$ cat config.mk
export PLATFORM = sky130hd
export DESIGN_NAME = display_scan
export DESIGN_NICKNAME = d
export VERILOG_FILES = /design/src/rtl/heroe_pkg.sv /design/src/rtl/tick_gen.sv /design/src/rtl/display_scan.sv
export SDC_FILE = /design/constraint.sdc
export NUM_CORES = 1
export LEC_CHECK = 0
export BUFFER_PORTS_ARGS = -buffer_cell sky130_fd_sc_hd__buf_2
export CAP_MARGIN = 40
export CELL_PAD_IN_SITES_DETAIL_PLACEMENT = 0
export CELL_PAD_IN_SITES_GLOBAL_PLACEMENT = 1
export CORE_MARGIN = 2
export CORE_UTILIZATION = 40
export CTS_CLUSTER_DIAMETER = 200
export DETAILED_ROUTE_END_ITERATION = 12
export PLACE_DENSITY = 0.7
export RECOVER_POWER = 50
export SLEW_MARGIN = 20
export SYNTH_ARGS = -nofsm -noshare
export SYNTH_HDL_FRONTEND = slang
export SYNTH_SLANG_ARGS = --single-unit
$ cat constraint.sdc
create_clock -name clk -period 2.9 [get_ports clk]
set_input_delay 0.145 -clock clk [delete_from_list [all_inputs] [get_ports clk]]
set_output_delay 0.145 -clock clk [all_outputs]
set_load 0.03 [all_outputs]
$ cat src/rtl/heroe_pkg.sv
// rtl/heroe_pkg.sv - shared game-state encoding and 7-segment constants
package heroe_pkg;

  // Game states shared with puntaje and the main FSM.
  localparam logic [2:0] OFF  = 3'd0;
  localparam logic [2:0] WLCM = 3'd1;
  localparam logic [2:0] CH   = 3'd2;
  localparam logic [2:0] GAME = 3'd3;
  localparam logic [2:0] WL   = 3'd4;
  localparam logic [2:0] PA   = 3'd5;

  // gfedcba pattern for the digit zero.
  localparam logic [6:0] SEG_ZERO = 7'b0111111;

  // One-hot digit enable for a scan index (0 hundreds, 1 tens, 2 ones).
  function automatic logic [2:0] digit_onehot(input logic [1:0] idx);
    return 3'b001 << idx;
  endfunction

endpackage

$ cat src/rtl/tick_gen.sv
// rtl/tick_gen.sv - free-running modulo-DIV counter with wrap tick
// Ports:
//   clk  - system clock
//   rst  - synchronous active-high clear of the count
//   tick - high during the cycle where cnt == DIV-1 (count wraps on that edge)
//   cnt  - current count, 0..DIV-1
module tick_gen #(
  parameter int DIV = 8,
  parameter int W   = (DIV > 1) ? $clog2(DIV) : 1
) (
  input  logic         clk,
  input  logic         rst,
  output logic         tick,
  output logic [W-1:0] cnt
);

  localparam logic [W-1:0] LAST = W'(DIV - 1);

  assign tick = (cnt == LAST);

  always_ff @(posedge clk) begin
    if (rst) begin
      cnt <= '0;
    end else if (tick) begin
      cnt <= '0;
    end else begin
      cnt <= cnt + W'(1);
    end
  end

endmodule

$ cat src/rtl/display_scan.sv
// rtl/display_scan.sv - three-digit multiplexed 7-segment score driver
// Ports:
//   clk             - system clock
//   rst             - synchronous active-high reset
//   display_puntaje - {ones, tens, hundreds} gfedcba patterns, 7 bits each
//   presente        - game state (heroe_pkg encoding)
//   seg             - registered segment bus for the active digit
//   dig_en          - registered one-hot digit enable, [0] hundreds .. [2] ones
module display_scan
  import heroe_pkg::*;
#(
  parameter int SCAN_DIV   = 27000,
  parameter int DEAD       = 2700,
  parameter int BLINK_DIV  = 13500000,
  parameter bit ACTIVE_LOW = 1'b0
) (
  input  logic        clk,
  input  logic        rst,
  input  logic [20:0] display_puntaje,
  input  logic [2:0]  presente,
  output logic [6:0]  seg,
  output logic [2:0]  dig_en
);

  localparam int SW = $clog2(SCAN_DIV);
  localparam int BW = (BLINK_DIV > 1) ? $clog2(BLINK_DIV) : 1;
  localparam logic [SW-1:0] DEAD_C = SW'(DEAD);

  logic [SW-1:0] slot_cnt;
  logic          slot_tick;
  logic [BW-1:0] blink_cnt_unused;  // only the wrap tick matters for blink
  logic          blink_tick;
  logic          blink_rst;
  logic          blk;
  logic [1:0]    idx;
  logic [20:0]   snap;
  logic          load_pend;
  logic          visible;
  logic          h_blank;
  logic          t_blank;
  logic [6:0]    digit_pat;
  logic [6:0]    seg_r;
  logic [2:0]    dig_r;

  tick_gen #(.DIV(SCAN_DIV), .W(SW)) u_slot (
    .clk  (clk),
    .rst  (rst),
    .tick (slot_tick),
    .cnt  (slot_cnt)
  );

  // Holding the blink counter clear outside WL makes every WL entry start
  // with a full visible half-period.
  assign blink_rst = rst | (presente != WL);

  tick_gen #(.DIV(BLINK_DIV), .W(BW)) u_blink (
    .clk  (clk),
    .rst  (blink_rst),
    .tick (blink_tick),
    .cnt  (blink_cnt_unused)
  );

  always_ff @(posedge clk) begin
    if (blink_rst) begin
      blk <= 1'b1;
    end else if (blink_tick) begin
      blk <= ~blk;
    end
  end

  // Digit index and per-frame snapshot. load_pend grabs the score on the
  // first cycle out of reset so the first frame is not stuck on zeros.
  always_ff @(posedge clk) begin
    if (rst) begin
      idx       <= 2'd0;
      snap      <= '0;
      load_pend <= 1'b1;
    end else begin
      load_pend <= 1'b0;
      if (slot_tick) begin
        idx <= (idx == 2'd2) ? 2'd0 : idx + 2'd1;
      end
      if (load_pend || (slot_tick && idx == 2'd2)) begin
        snap <= display_puntaje;
      end
    end
  end

  assign h_blank = (snap[6:0] == SEG_ZERO);
  assign t_blank = h_blank && (snap[13:7] == SEG_ZERO);

  always_comb begin
    digit_pat = snap[20:14];
    case (idx)
      2'd0:    digit_pat = h_blank ? 7'd0 : snap[6:0];
      2'd1:    digit_pat = t_blank ? 7'd0 : snap[13:7];
      default: digit_pat = snap[20:14];
    endcase
  end

  always_comb begin
    visible = 1'b0;
    case (presente)
      WLCM, CH, GAME, PA: visible = 1'b1;
      WL:                 visible = blk;
      default:            visible = 1'b0;
    endcase
  end

  // seg leads dig_en: the pattern settles during the dead time before the
  // digit is enabled, which keeps the previous digit from ghosting.
  always_ff @(posedge clk) begin
    if (rst || !visible) begin
      seg_r <= '0;
      dig_r <= '0;
    end else begin
      seg_r <= digit_pat;
      dig_r <= (slot_cnt < DEAD_C) ? 3'b000 : digit_onehot(idx);
    end
  end

  assign seg    = ACTIVE_LOW ? ~seg_r : seg_r;
  assign dig_en = ACTIVE_LOW ? ~dig_r : dig_r;

endmodule

==> reports/results.ini <==
[yosys]
yosysTopAreaCellShare = 0.444
syn_avg_cell_area_um2 = 9.24
ys_types = 44
synth_fp_nets = 389
netlist_top_cells_area = dfxtp_1 44%, nand2b_1 8.1%, mux2i_1 7.2%
synth_seq_cells = 74
seq_area_frac_synth = 0.444
yosysTopAreaCell = dfxtp_1
synth-warning-count = 0
synth-main-ff-cell = dfxtp_1
synth_edf_count = 0
syn_inst = 361
netlist_area_um2 = 3340
async_reset_ff_frac = 0

[setup_path]
r2r-end = snap[8]$_SDFFE_PP0P_
cp-start-kind = flop
crit_required_ps = 3110
rr_startpoint = u_slot.cnt[8]$_SDFF_PP0_
worstPathArrival_ps = 2720
cp-end-kind = flop
path_cells = or4b_2, nor4_1, a31oi_2, buf_4, mux2i_1
critPathSlowestCell = nor4_1
cp_top_family = simple AND/OR/NAND/NOR gates
cp_num_buf_inv = 1
r2r_cells = 5
r2r_slack_ps = 390
criticalPathCategory = reg2reg
slowest_delay_ps = 710
cp_max_fo = 21

[timing]
tns_ps = 0
fin_skew_ps = 7.74
max_freq_mhz = 399
finalCritPeriodShare = 0.864
setup_viol = 0
finalHoldViolations = 0
max_slew_margin = 0.0130
slew_violations = 0
rsz0062_at_grt = no
tightest_slew_ps = 1480
min_period_ps = 2510
fin_hold_ws_ps = 55.8

[clock_tree]
clock_path_buffers = 2
clkLatencyLatePin_ps = 340
numCtsBuffers = 9
cts_setup_buffers = 0
cts.reportedPaths.clkPinSlew_ps = 70
clock_sinks = 74
cts-root-buf = clkbuf_8
cts_tree = yes
cts_resized = 0
htreeDepth = 3
cts_hold_buffers = 0

[die]
row_count = 33
dieHeight_um = 95.3
core_um2 = 8130
io_pins = 36
fp.dieArea_um2 = 9090
fp.dieW_um = 95.3
initial_core_util = 0.410

[finish]
area_growth_pct = 12.9
fillers = 813
nets = 422
layout_common_cells = 74 x dfxtp_1, 43 x nand2b_1, 37 x nor2_1
drive_gt1_frac = 0.125
design_area_um2 = 3770
n_antenna_cell = 0
final_common_cell = dfxtp_1

[worst_hold_path]
worstHoldPathType = in2reg
hold-path-cell-count = 3
min_from = display_puntaje[11]
hold_end = snap[11]$_SDFFE_PP0P_

[global_routing]
grt_overflow = 0
met3_usage = 0.0482
grt.total_usage = 0.163
grt_pass1_vias = 2473
grt_busiest_layer = met2
grt_first_pass_wirelength_mm = 11.5
grt_max_degree = 49
antenna_found_initial = 0
use_met1 = 0.207
met2_usage = 0.268

[power_and_ir_drop]
p_total_uw = 1980
vdd_drop_max_uv = 258
leakage_uw = 0.00129
p_per_area_nw_per_um2 = 525

[job]
maxCapViolCount = 0

[drt]
drt_iter0_drc = 100
post_drt_wl_per_cell_um = 13.6
via_count = 2600
routed_wl_mm = 6.86
ant_nets = 0
drc = 0
first_pass_iters = 4
via_per_inst = 5.16

[place]
routabilityCongestion = 0.803
placed_cell_area_um2 = 3590
post-dp-hpwl_mm = 4.80
portBuffers = 35

[outcome]
status = complete, no violations

[worst min-delay path, delay by kind of cell]
family                 cells  cell delay, ps
multiplexers               1              50
AND/OR/NAND/NOR            1              50
buffers and inverters      1              90
[sequential cells by signal (all words and copies together), names as in the netlist]
register and count:
u_blink.cnt 24, snap 21, u_slot.cnt 15, seg 7
dig_en 3, idx 2, blk 1, load_pend 1
[power breakdown]
| group | total, uW | switching (uW) | leakage, uW | internal, uW |
|---|---|---|---|---|
| Combinational | 106 | 55.1 | 0.000585 | 51.1 |
| Clock | 809 | 370 | 0.000105 | 440 |
| Sequential | 1060 | 19.9 | 0.000602 | 1040 |
[cell usage after synthesis (all sizes together) (2+ instances only)]
master / instances
xnor2: 15
a2111oi: 2
nand2b: 43
nand2: 11
a22oi: 6
nand3b: 2
or2: 2
nor3: 6
o31ai: 8
and4: 3
inv: 8
a21oi: 18
nand4: 12
nand3: 18
nor4: 5
nor2: 37
a21o: 2
o21ai: 4
ha: 2
and4b: 2
or4b: 3
clkbuf: 12
dfxtp: 74
or3: 6
buf: 5
and3: 4
or4: 9
mux2i: 24
xor2: 9
[metal layers]
metal  routed length, um  share of wire  vias up
met3                 256          0.037        7
met4                  85          0.012        0
li1                    -              -     1344
met5                   0              0        -
met1                3350           0.49     1215
met2                3170           0.46       34
[area by class of cell]
class	instances	area [um2]	share of cell area
clock buffer	11	151	0.0402
clock inverter	5	52.6	0.0140
inverter	8	30.0	0.00797
multi-input combinational	262	1730	0.459
sequential	74	1480	0.393
tap	105	131	0.0349
timing repair buffer	39	191	0.0508
[kinds of logic (layout without fill, tap and decap cells)]
kind of cell    count (synthesis)  in the layout  synth area share
compound gates                 45             45            0.0900
fa+ha+maj                       2              2           0.00750
buf+inv                        25             63            0.0345
simple gates                  167            167             0.289
mux                            24             24            0.0720
xor+xnor                       24             24            0.0630
flops                          74             74             0.444
[metrics by stage]
stage                     instances  setup WS (ps)  utilization
final                           504            393        0.463
after global routing            504            244        0.463
after CTS                       504            543        0.467
after detailed placement        488            542        0.442
after global placement          488            596        0.442
after floorplan                 361            821            -
[worst max-delay path by stage]
stage | startpoint | to | slack [ps] | cells after the start
2_1_floorplan | u_blink.cnt[5]$_SDFF_PP0_ | u_blink.cnt[18]$_SDFF_PP0_ | 820 | 5
3_3_place_gp | u_blink.cnt[5]$_SDFF_PP0_ | u_blink.cnt[22]$_SDFF_PP0_ | 600 | 5
3_5_place_dp | u_blink.cnt[5]$_SDFF_PP0_ | u_blink.cnt[20]$_SDFF_PP0_ | 540 | 5
4_1_cts | u_blink.cnt[5]$_SDFF_PP0_ | u_blink.cnt[22]$_SDFF_PP0_ | 540 | 5
5_1_grt | u_slot.cnt[8]$_SDFF_PP0_ | snap[8]$_SDFFE_PP0P_ | 240 | 5
6_report | u_slot.cnt[8]$_SDFF_PP0_ | snap[8]$_SDFFE_PP0P_ | 390 | 5
No activity file was read; power rests on OpenSTA's default activity.
